### src/rtl/fifo_pkg.sv
// Shared FIFO types, helpers and parameter legality checks (also used by the dual-clock FIFO).
`ifndef FIFO_PKG_SV
`define FIFO_PKG_SV

// Elaboration-time guards; expand inside a module body at generate scope.
`define FIFO_CHECK_MIN(lbl, val, lo) \
    if ((val) < (lo)) begin : lbl \
        $fatal(1, "fifo parameter below its minimum"); \
    end

`define FIFO_CHECK_RANGE(lbl, val, lo, hi) \
    if (((val) < (lo)) || ((val) > (hi))) begin : lbl \
        $fatal(1, "fifo parameter outside its legal range"); \
    end

package fifo_pkg;

    typedef enum logic {FIFO_STD, FIFO_FWFT} fifo_mode_e;

    // Width needed to hold an occupancy of 0..size inclusive.
    function automatic int clog2_cnt(input int size);
        return $clog2(size + 1);
    endfunction

endpackage

`endif

### src/rtl/fifo_mem.sv
// SIZE x BITS simple dual-port storage: synchronous write, combinational read by index.
// Kept separate so the array can later be replaced by a RAM macro.
module fifo_mem #(
    parameter int BITS = 32,
    parameter int SIZE = 16,
    localparam int AW  = $clog2(SIZE)
) (
    input  logic            i_clk,
    input  logic            i_we,
    input  logic [AW-1:0]   i_waddr,
    input  logic [BITS-1:0] i_wdata,
    input  logic [AW-1:0]   i_raddr,
    output logic [BITS-1:0] o_rdata
);

    logic [BITS-1:0] r_mem [SIZE];

    always_ff @(posedge i_clk) begin
        if (i_we) begin
            r_mem[i_waddr] <= i_wdata;
        end
    end

    assign o_rdata = r_mem[i_raddr];

endmodule

### src/rtl/sync_fifo.sv
// Single-clock FIFO with arbitrary depth, optional first-word-fall-through output register,
// registered level/threshold flags, synchronous flush and sticky overflow/underflow flags.
module sync_fifo
    import fifo_pkg::*;
#(
    parameter int BITS          = 32,
    parameter int SIZE          = 16,
    parameter int FWFT          = 0,
    parameter int AFULL_THRESH  = SIZE - 2,
    parameter int AEMPTY_THRESH = 2,
    localparam int CNT_W        = clog2_cnt(SIZE)
) (
    input  logic             i_clk,
    input  logic             i_rst,
    input  logic             i_clr,
    input  logic             i_wr_en,
    input  logic [BITS-1:0]  i_wr_data,
    output logic             o_wr_full,
    output logic             o_wr_almost_full,
    input  logic             i_rd_en,
    output logic [BITS-1:0]  o_rd_data,
    output logic             o_rd_valid,
    output logic             o_rd_empty,
    output logic             o_rd_almost_empty,
    output logic [CNT_W-1:0] o_level,
    output logic             o_overflow,
    output logic             o_underflow
);

    localparam int               PTR_W    = $clog2(SIZE);
    localparam fifo_mode_e       MODE     = (FWFT != 0) ? FIFO_FWFT : FIFO_STD;
    localparam logic [CNT_W-1:0] FULL_LVL = CNT_W'(SIZE);
    localparam logic [CNT_W-1:0] AF_LVL   = CNT_W'(AFULL_THRESH);
    localparam logic [CNT_W-1:0] AE_LVL   = CNT_W'(AEMPTY_THRESH);

    `FIFO_CHECK_MIN(g_chk_size, SIZE, 2)
    `FIFO_CHECK_RANGE(g_chk_afull, AFULL_THRESH, 1, SIZE)
    `FIFO_CHECK_RANGE(g_chk_aempty, AEMPTY_THRESH, 0, SIZE - 1)
    `FIFO_CHECK_RANGE(g_chk_fwft, FWFT, 0, 1)

    logic [PTR_W-1:0] r_wr_ptr;
    logic [PTR_W-1:0] r_rd_ptr;
    logic [CNT_W-1:0] r_level;
    logic             r_full;
    logic             r_afull;
    logic             r_empty;
    logic             r_aempty;
    logic             r_rd_vld;
    logic [BITS-1:0]  r_rd_dat;
    logic             r_ovf;
    logic             r_udf;

    logic             w_wr_acc;
    logic             w_rd_acc;
    logic             w_mem_empty;
    logic             w_bypass;
    logic             w_mem_we;
    logic             w_mem_re;
    logic             w_load;
    logic             w_vld_nxt;
    logic [BITS-1:0]  w_load_dat;
    logic [BITS-1:0]  w_mem_rdata;
    logic [CNT_W-1:0] w_level_nxt;

    function automatic logic [PTR_W-1:0] f_inc(input logic [PTR_W-1:0] p);
        return (p == PTR_W'(SIZE - 1)) ? '0 : p + 1'b1;
    endfunction

    always_comb begin
        w_wr_acc    = i_wr_en && !r_full;
        w_rd_acc    = i_rd_en && !r_empty;
        w_level_nxt = r_level + CNT_W'(w_wr_acc) - CNT_W'(w_rd_acc);
        // In FWFT the array never holds more than SIZE-1 words, so equal pointers mean empty.
        w_mem_empty = (r_wr_ptr == r_rd_ptr);
        w_bypass    = 1'b0;
        w_mem_re    = w_rd_acc;
        w_load      = w_rd_acc;
        w_load_dat  = w_mem_rdata;
        w_vld_nxt   = w_rd_acc;
        if (MODE == FIFO_FWFT) begin
            // Write goes straight to the output register when nothing else would fill it.
            w_bypass   = w_wr_acc && (r_empty || (w_rd_acc && w_mem_empty));
            w_mem_re   = w_rd_acc && !w_mem_empty;
            w_load     = w_bypass || w_mem_re;
            w_load_dat = w_mem_re ? w_mem_rdata : i_wr_data;
            w_vld_nxt  = (w_level_nxt != '0);
        end
        w_mem_we = w_wr_acc && !w_bypass;
    end

    fifo_mem #(
        .BITS (BITS),
        .SIZE (SIZE)
    ) u_mem (
        .i_clk   (i_clk),
        .i_we    (w_mem_we),
        .i_waddr (r_wr_ptr),
        .i_wdata (i_wr_data),
        .i_raddr (r_rd_ptr),
        .o_rdata (w_mem_rdata)
    );

    always_ff @(posedge i_clk or posedge i_rst) begin
        if (i_rst) begin
            r_wr_ptr <= '0;
            r_rd_ptr <= '0;
            r_level  <= '0;
            r_full   <= 1'b0;
            r_afull  <= (AF_LVL == '0);
            r_empty  <= 1'b1;
            r_aempty <= 1'b1;
            r_rd_vld <= 1'b0;
            r_rd_dat <= '0;
            r_ovf    <= 1'b0;
            r_udf    <= 1'b0;
        end else if (i_clr) begin
            r_wr_ptr <= '0;
            r_rd_ptr <= '0;
            r_level  <= '0;
            r_full   <= 1'b0;
            r_afull  <= (AF_LVL == '0);
            r_empty  <= 1'b1;
            r_aempty <= 1'b1;
            r_rd_vld <= 1'b0;
            r_rd_dat <= '0;
            r_ovf    <= 1'b0;
            r_udf    <= 1'b0;
        end else begin
            if (w_mem_we) begin
                r_wr_ptr <= f_inc(r_wr_ptr);
            end
            if (w_mem_re) begin
                r_rd_ptr <= f_inc(r_rd_ptr);
            end
            r_level  <= w_level_nxt;
            r_full   <= (w_level_nxt == FULL_LVL);
            r_afull  <= (w_level_nxt >= AF_LVL);
            r_empty  <= (w_level_nxt == '0);
            r_aempty <= (w_level_nxt <= AE_LVL);
            r_rd_vld <= w_vld_nxt;
            if (w_load) begin
                r_rd_dat <= w_load_dat;
            end
            if (i_wr_en && r_full) begin
                r_ovf <= 1'b1;
            end
            if (i_rd_en && r_empty) begin
                r_udf <= 1'b1;
            end
        end
    end

    assign o_wr_full         = r_full;
    assign o_wr_almost_full  = r_afull;
    assign o_rd_data         = r_rd_dat;
    assign o_rd_valid        = r_rd_vld;
    assign o_rd_empty        = r_empty;
    assign o_rd_almost_empty = r_aempty;
    assign o_level           = r_level;
    assign o_overflow        = r_ovf;
    assign o_underflow       = r_udf;

endmodule

### config.mk
export PLATFORM = sky130hd
export DESIGN_NAME = sync_fifo
export DESIGN_NICKNAME = d
export VERILOG_FILES = /design/src/rtl/fifo_pkg.sv /design/src/rtl/fifo_mem.sv /design/src/rtl/sync_fifo.sv
export SDC_FILE = /design/constraint.sdc
export NUM_CORES = 1
export LEC_CHECK = 0
export CAP_MARGIN = 20
export CORE_MARGIN = 2
export CORE_UTILIZATION = 29
export CTS_CLUSTER_SIZE = 28
export DETAILED_ROUTE_END_ITERATION = 8
export GPL_TIMING_DRIVEN = 1
export SLEW_MARGIN = 0
export SYNTH_ARGS = -nofsm -noshare
export SYNTH_HDL_FRONTEND = slang
export SYNTH_SLANG_ARGS = --single-unit
export TNS_END_PERCENT = 30
### constraint.sdc
create_clock -name i_clk -period 2.2 [get_ports i_clk]
set_input_delay 0.33 -clock i_clk [delete_from_list [all_inputs] [get_ports i_clk]]
set_output_delay 0.33 -clock i_clk [all_outputs]
set_load 0.1 [all_outputs]
# Word level (Yosys, flattened, before mapping)
# Memories as Yosys holds them, arrays and structs flattened.
# Index checks and enable logic that the tools add are counted.
dict set report word_totals {
  reg_bits 52
  ramBits 512
  in_bits 37
  output_inout_bits 44
  wordCells 52
  mem_count 1
}
dict set report op_classes {
  addsub 4
  n_lt_le_gt_ge 2
  eq_ne 3
  n_mux 20
  n_reduce_logical 11
}
# memory depth width read_ports rd_clocked_by_memory_dff write_ports line_no
set mem_list {}
lappend mem_list {u_mem.r_mem 16 32 1 0 1 fifo_mem.sv:16} ;# logic [BITS-1:0] r_mem [SIZE];
# op n
set ops {}
lappend ops {{$mux W32} 2}
lappend ops {{$mux W4} 6}
lappend ops {{$mux W1} 11}
lappend ops {{$add A4 B1 Y4 const B} 2}
lappend ops {{$eq A4 B4 Y1 const B} 2}
lappend ops {{$reduce_bool A2 Y1} 4}
lappend ops {{$add A5 B1 Y5} 1}
lappend ops {{$eq A5 B5 Y1 const B} 1}
lappend ops {{$ge A5 B4 Y1 const B} 1}
lappend ops {{$le A5 B2 Y1 const B} 1}
lappend ops {{$logic_not A5 Y1} 1}
lappend ops {{$mux W5} 1}
lappend ops {{$sub A5 B1 Y5} 1}
lappend ops {{$logic_and A1 B1 Y1} 4}
lappend ops {{$logic_not A1 Y1} 2}

# Logic depth before layout (Yosys ltp)
# Gate-level depths: netlist of run 1.
dict set report depth {
  depth_word 6
  depth_mapped 11
  depth_no_buf 11
}

# Hierarchy
# Synthesis of run 1 repeated with hierarchy kept, for this count alone.
dict set report hier_totals {
  hier_cells 1055
  area_unflattened_um2 21504.4
}
# mod n_inst cells_each area_each_um2 seq_area_each_um2
set by_module_without_submodules {}
lappend by_module_without_submodules {fifo_mem 1 806 19213.4 15374.7}
lappend by_module_without_submodules {sync_fifo 1 249 2290.9 1303.8}

# Least setup slack after synthesis of run 1
# Ideal clock, no wire load.
dict set report synth_timing {
  kind {reg2reg}
  from {register r_full (netlist: o_wr_full)}
  to {register r_afull (netlist: o_wr_almost_full)}
  setup_time_ps 124
  arrival_ps 2604
  required_ps 2076
  slack_ps -528
  path_stages_with_launch 12
  n_path_buf 0
  period_less_slack_ps 2728
  path_cell_list {dfrtp_1 -> nand2b_1 -> nand2_1 -> nand2_1 -> ha_1 -> inv_1 -> fa_1 -> nor2b_1 -> o21ai_1 -> a21oi_1 -> nor3b_2 -> or2_1}
}
dict set report synth_between {
  elab_chain_cells 6
}
# item line_no
set synth_rtl {}
lappend synth_rtl {{start: declaration} sync_fifo.sv:44} ;# logic r_full;
lappend synth_rtl {{start signal: assignment} sync_fifo.sv:136} ;# r_full <= (w_level_nxt == FULL_LVL);
lappend synth_rtl {{$logic_not A1 Y1} sync_fifo.sv:70} ;# w_wr_acc = i_wr_en && !r_full;
lappend synth_rtl {{$logic_and A1 B1 Y1} sync_fifo.sv:70}
lappend synth_rtl {{$add A5 B1 Y5} sync_fifo.sv:72} ;# w_level_nxt = r_level + CNT_W'(w_wr_acc) - CNT_W'(w_rd_acc);
lappend synth_rtl {{$sub A5 B1 Y5} sync_fifo.sv:72}
lappend synth_rtl {{$ge A5 B4 Y1} sync_fifo.sv:137} ;# r_afull <= (w_level_nxt >= AF_LVL);
lappend synth_rtl {{$mux W1} sync_fifo.sv:116} ;# end else if (i_clr) begin
lappend synth_rtl {{end signal: assignment} sync_fifo.sv:109} ;# r_afull <= (AF_LVL == '0);
lappend synth_rtl {{end signal: assignment} sync_fifo.sv:121} ;# r_afull <= (AF_LVL == '0);
lappend synth_rtl {{end signal: assignment} sync_fifo.sv:137}
lappend synth_rtl {{end: declaration} sync_fifo.sv:45} ;# logic r_afull;
# No other way between the ends.
# A chain may end at the register's enable or synchronous reset.

# Worst setup path after layout of run 1
dict set report layout_timing {
  from {register r_empty (netlist: o_rd_empty)}
  to {register r_full (netlist: o_wr_full)}
}
dict set report layout_between {
  elab_chain_cells 5
}
# item line_no
set layout_rtl {}
lappend layout_rtl {{start: declaration} sync_fifo.sv:46} ;# logic r_empty;
lappend layout_rtl {{start signal: assignment} sync_fifo.sv:138} ;# r_empty <= (w_level_nxt == '0);
lappend layout_rtl {{$logic_not A1 Y1} sync_fifo.sv:71} ;# w_rd_acc = i_rd_en && !r_empty;
lappend layout_rtl {{$logic_and A1 B1 Y1} sync_fifo.sv:71}
lappend layout_rtl {{$sub A5 B1 Y5} sync_fifo.sv:72}
lappend layout_rtl {{$eq A5 B5 Y1} sync_fifo.sv:136}
lappend layout_rtl {{$mux W1} sync_fifo.sv:116}
# No other way between the ends.

==> results by group, run 1 <==
Pwr
  – Net Sw Frac: 0.278
  – P per Cell Area: 1060 nW/um^2
  – NetSw: 7.90 mW
  – Pint: 20.5 mW
  – Max IR drop VDD: 0.605 mV
  – Clock power share: 0.361
  – Comb power frac: 0.195
  – Sequential Power Share: 0.444
  – P_leak: 8.67 nW

Yosys
  – Post-synthesis cell area: 21,900 um^2
  – Synth Register Bits: 564
  – Syn nets: 1,101
  – Mapped Cells: 1,054
  – Syn Area/Cell: 20.8 um^2
  – Synth area leader: edfxtp_1
  – Most used flip-flop cell after synthesis: edfxtp_1
  – Post-synth cell types: 46
  – Sequential element share of the synthesized area: 0.762
  – Fraction of registers with async set/reset: 0.0922
  – Post-synth EDFFs: 512
  – Post-synth top area share: 0.703
  – Synth warnings: 0
  – Largest cells by area after synthesis: edfxtp_1 70%, mux4_2 9.7%, dfrtp_1 5.7%

Place
  – Post-detail-place hpwl: 30,800 um
  – Place WS: -0.614 ns
  – Port buffer count: 80
  – Placer Congestion: 0.723

Timing
  – Slew @ Worst Pin: 0.712 ns
  – Max Freq: 440 MHz
  – Tcrit/Tclk final: 1.03
  – Final Hold Viols: 0
  – Worst Skew: 0.0330 ns
  – RSZ-0062 raised after global routing: yes
  – Slew HR: 0.524
  – # setup viols final: 3
  – Final Max Slew Viols: 0
  – Final worst slack: -0.0720 ns
  – Setup TNS: -0.132 ns
  – Fin crit period: 2.27 ns

Floorplan
  – Row cnt: 100
  – DIE AREA: 77,600 um^2
  – # IOs: 81
  – Die Ht: 279 um
  – Chip width: 279 um
  – Initial Util: 0.293
  – Core region area: 74,600 um^2

Routing
  – Routed vias/inst: 4.71
  – Drt initial violations: 754
  – Drt first pass iters: 5
  – Via count: 10,622
  – Drt total wl: 50,100 um
  – Wire per inst: 22.2 um
  – Post-route ant nets: 0
  – Drt drc: 0

Clocking
  – Total CTS buffers: 58
  – Hold_buf cts: 0
  – Clock slew at reported path FFs: 0.06 ns
  – Clk_lat worst skew: 0.62 ns
  – Root Driver: clkbuf_16
  – # H-tree levels: 2
  – Clk sinks: 564
  – Maximum clock insertion buffer count: 3
  – CTS tree: yes

Final layout
  – Fraction of layout cells with a size suffix above 1: 0.305
  – Total Nets Final: 1,283
  – ANT cells: 0
  – Area Growth Syn to Fin: 22.8%

Critical path
  – Flop-to-flop setup slack: -0.07 ns
  – CP Max Fanout: 5
  – Arr. time, crit path: 2.82 ns
  – Crit Path Class: reg2reg
  – RR Startpoint: o_rd_empty
  – CP endpoint kind: register
  – R2r worst-path depth: 11
  – R2R Path End: o_wr_full
  – Startpoint types: register
  – CP required: 2.75 ns

Run status
  – Failing checks: negative setup slack
  – Status: finished with violations

Flow run
  – Max Cap Viol: 0

GRT
  – GR Util All Layers: 0.129
  – Initial antenna violation count: 0
  – Largest net degree at the start of global routing: 51
  – Final global-route overflow total: 0
  – Vias in the first global route: 11,384
  – First-pass GRT wire length: 74,400 um

Hold path
  – Hold/Removal Path Class: in2async
worst max-delay path by stage:
stage          startpoint               end  slack, ns  cells after the start
2_1_floorplan  o_rd_empty  o_wr_almost_full      -0.21                     11
3_3_place_gp      i_rd_en         o_wr_full      -0.53                     12
3_5_place_dp      i_rd_en         o_wr_full      -0.61                     12
4_1_cts        o_rd_empty         o_wr_full      -0.08                     11
5_1_grt        o_rd_empty         o_wr_full      -0.17                     11
6_report       o_rd_empty         o_wr_full      -0.07                     11
flip-flops by register name (all words and copies together), names as in the netlist:
name               cells
o_rd_empty             1
u_mem.r_mem          512
o_wr_full              1
r_rd_ptr               4
o_level                5
o_wr_almost_full       1
o_rd_data             32
o_overflow             1
o_rd_almost_empty      1
o_underflow            1
r_wr_ptr               4
o_rd_valid             1
what timing repair did:
action,4_1_cts,5_1_grt
resized for setup,2,11
setup buffers,0,1
pin swaps,2,4
setup endpoints to repair,4,8
through the flow:
step	hold WS, ns	power [mW]	instance area, um^2	std cells	utilization
finish	0.140	28.4	26900	2254	0.360
global route	0.158	29.5	26900	2254	0.360
CTS	0.130	28.7	26800	2253	0.359
detailed placement	0.501	18.3	24800	2144	0.332
global placement	0.487	18.2	24700	2143	0.332
floorplan	0.429	16.5	21900	1054	-
cells in the mapped netlist (3+ instances only):
| cell type | instances |
|---|---|
| edfxtp_1 | 512 |
| mux2i_1 | 103 |
| mux4_2 | 94 |
| dfrtp_1 | 50 |
| nand2_1 | 37 |
| o21ai_1 | 33 |
| a221oi_2 | 25 |
| buf_2 | 24 |
| o211ai_1 | 24 |
| and2_1 | 18 |
| nor2_1 | 17 |
| a21oi_1 | 15 |
| a22oi_1 | 10 |
| inv_1 | 10 |
| buf_4 | 9 |
| buf_6 | 9 |
| ha_1 | 9 |
| clkbuf_1 | 7 |
| nor2b_1 | 7 |
| xor2_1 | 5 |
| buf_8 | 3 |
cell families (layout without fill, tap and decap cells):
kind of cell | count (synthesis) | count (layout) | share of synthesized area
buffers and inverters | 66 | 297 | 0.0204
AND/OR/NAND/NOR | 94 | 94 | 0.0215
XOR/XNOR | 6 | 6 | 0.00240
adder cells (fa/ha/maj) | 10 | 10 | 0.00606
flip-flops | 564 | 564 | 0.762
multiplexers | 197 | 197 | 0.144
AO/OA/AOI/OAI | 117 | 117 | 0.0432
power groups by stage:
stage / sequential (mW) / combinational [mW] / clock [mW]
CTS: 12.6 / 5.54 / 10.6
finish: 12.6 / 5.54 / 10.3
floorplan: 14.2 / 2.28 / 0
global placement: 12.8 / 5.42 / 0
global route: 12.7 / 5.88 / 10.9
detailed placement: 12.8 / 5.51 / 0
final cells by class:
cell class | instances | area, um^2
Clock buffer | 77 | 1620
Fill cell | 6839 | 47700
Tap cell | 969 | 1210
Clock inverter | 32 | 417
Inverter | 10 | 37.5
Timing Repair Buffer | 178 | 2020
Multi-Input combinational cell | 424 | 4860
Sequential cell | 564 | 16700
routing by layer:
layer	wire (um)	global-route usage	vias to the layer above
met5	0	0	-
met4	1150	0.0368	0
met3	2080	0.0222	72
met2	25500	0.224	213
met1	21400	0.166	5664
li1	-	-	4673
cells in the final DEF (no fill, tap or decap), types with 12 or more instances in the layout:
| master | Yosys | routed |
|---|---|---|
| dfrtp_1 | 50 | 45 |
| mux4_2 | 94 | 94 |
| and2_2 | 0 | 16 |
| clkbuf_16 | 0 | 60 |
| o211ai_1 | 24 | 24 |
| a21oi_1 | 15 | 14 |
| nand2_1 | 37 | 35 |
| mux2i_1 | 103 | 103 |
| clkdlybuf4s50_1 | 0 | 36 |
| clkbuf_1 | 7 | 12 |
| buf_4 | 9 | 93 |
| a221oi_2 | 25 | 24 |
| buf_12 | 2 | 47 |
| nor2_1 | 17 | 16 |
| o21ai_1 | 33 | 31 |
| edfxtp_1 | 512 | 512 |
worst max-delay path, stage by stage (launching register included):
cell      delay, ns
dfstp_4        0.63
nand2b_4       0.14
nand2_2        0.05
nand2_2        0.08
ha_4           0.14
inv_2          0.04
fa_2           0.36
nor2b_2        0.13
o21ai_2        0.08
nand3_1        0.09
nor3b_4        0.24
and4_1         0.22
Note: power is estimated with default switching activity, not from simulation.
==> run 2: changes to the inputs <==
==> constraint.sdc (replaced) <==
create_clock -name i_clk -period 2 [get_ports i_clk]
set_input_delay 0.3 -clock i_clk [delete_from_list [all_inputs] [get_ports i_clk]]
set_output_delay 0.3 -clock i_clk [all_outputs]
set_load 0.1 [all_outputs]
==> results by group, run 2 (synthesis gave the netlist of run 1 again) <==
Final layout
  – Largest register FFs: 512
  – Fillers: 6,846
  – Most common cell after layout, fill and taps aside: edfxtp_1
  – Biggest register: u_mem.r_mem
  – Fraction of layout cells with a size suffix above 1: 0.302
  – Area Growth Syn to Fin: 22.6%
  – Most frequent cells in the layout: 512 x edfxtp_1, 102 x mux2i_1, 94 x mux4_2, 87 x buf_4
  – Post-route cell area: 26,800 um^2
  – ANT cells: 0
  – Total Nets Final: 1,288

Floorplan
  – Chip width: 279 um
  – Die Ht: 279 um
  – Initial Util: 0.293
  – Row cnt: 100
  – # IOs: 81
  – DIE AREA: 77,600 um^2
  – Core region area: 74,600 um^2

Critical path
  – CP Max Fanout: 5
  – CP required: 2.54 ns
  – CP endpoint kind: register
  – Startpoint types: register
  – Arr. time, crit path: 2.77 ns
  – Crit Path Class: reg2reg

Timing
  – Final Hold Viols: 0
  – Tcrit/Tclk final: 1.12
  – Max Freq: 448 MHz
  – Worst Skew: 0.0204 ns
  – Slew @ Worst Pin: 0.653 ns
  – Fin crit period: 2.23 ns
  – Slew HR: 0.563
  – Final Max Slew Viols: 0
  – # setup viols final: 6
  – RSZ-0062 raised after global routing: yes
  – Final worst slack: -0.231 ns

Flow run
  – Max Cap Viol: 0

Clocking
  – Total CTS buffers: 55
  – Clock slew at reported path FFs: 0.07 ns
  – Clk sinks: 564
  – Hold_buf cts: 0
  – Maximum clock insertion buffer count: 3
  – CTS tree: yes
  – # H-tree levels: 2
  – Clk_lat worst skew: 0.61 ns
  – Root Driver: clkbuf_16

GRT
  – Initial antenna violation count: 0
  – GR Util All Layers: 0.130
  – Largest net degree at the start of global routing: 53
  – Final global-route overflow total: 0
  – First-pass GRT wire length: 75,000 um
  – Vias in the first global route: 11,302

Routing
  – Drt initial violations: 916
  – Via count: 10,767
  – Drt drc: 0
  – Wire per inst: 22.8 um
  – Drt first pass iters: 5
  – Drt total wl: 51,300 um
  – Post-route ant nets: 0
  – Routed vias/inst: 4.78

Place
  – Placer Congestion: 0.737
  – Port buffer count: 80
  – Placed standard-cell area: 24,900 um^2
  – Post-detail-place hpwl: 30,500 um

Pwr
  – P per Cell Area: 1130 nW/um^2
  – Power Total: 30.3 mW
  – P_leak: 8.64 nW
  – Max IR drop VDD: 0.634 mV

Hold path
  – Hold/Removal Path Class: in2async

Run status
  – Failing checks: negative setup slack
  – Status: finished with violations
-- run 2: per-layer routing --
layer | GRT usage | wire length [um] | share of wire
met5 | 0 | 0 | 0
met4 | 0.0320 | 941 | 0.018
met3 | 0.0249 | 2110 | 0.041
met2 | 0.222 | 25800 | 0.50
met1 | 0.171 | 22400 | 0.44
-- run 2: through the flow --
stage          hold WS, ns  instances   util  setup slack, ns  setup TNS (ns)
3_3_place_gp         0.485       2143  0.333           -0.512          -79.00
5_1_grt             0.0930       2254  0.360           -0.347           -1.72
6_report            0.0758       2254  0.360           -0.231          -0.881
4_1_cts             0.0682       2244  0.358           -0.254           -2.33
3_5_place_dp         0.499       2143  0.333           -0.527          -91.99
2_1_floorplan        0.399       1054      -           -0.398         -129.19
-- run 2: power breakdown --
group	total, mW	internal (mW)	switching (mW)
clock network	10.3	5.98	4.28
logic	6.12	2.21	3.91
registers	13.9	13.5	0.373
total	30.3	21.7	8.56
-- run 2: path summary, 6_finish.rpt --
check	from	to	slack [ns]	cells after the start
hold reg to reg	o_rd_data[25]	o_rd_data[25]	0.51	2
setup reg to reg	o_rd_empty	o_wr_full	-0.23	11
setup / recovery	o_rd_empty	o_wr_full	-0.23	11
hold / removal	i_rst	o_underflow	0.08	3
min in group i_clk	i_wr_en	o_overflow	0.35	3
max in group asynchronous	i_rst	o_rd_empty	1.60	3
-- run 2: final cells by class --
class	instances	area (um^2)	share of cell area
clock buffers	84	1590	0.0592
clock inverters	17	196	0.00733
inverters	10	37.5	0.00140
multi-input cells	425	4850	0.181
flip-flops and latches	564	16700	0.623
well taps	969	1210	0.0452
repair buffers	185	2240	0.0834
-- run 2: critical path: stages, from the launching register on --
cell	delay, ns
dfstp_4	0.63
nand2b_4	0.13
nand2_2	0.04
nand2_1	0.06
ha_2	0.17
inv_2	0.04
fa_2	0.35
nor2b_2	0.13
o21ai_2	0.07
nand3_1	0.08
nor3b_4	0.25
and4_1	0.22
-- run 2: timing repair --
item | CTS | global route
cloned | 0 | 2
setup endpoints to repair | 25 | 70
pin swaps | 7 | 3
gates resized for setup | 6 | 6
setup buffers | 0 | 8
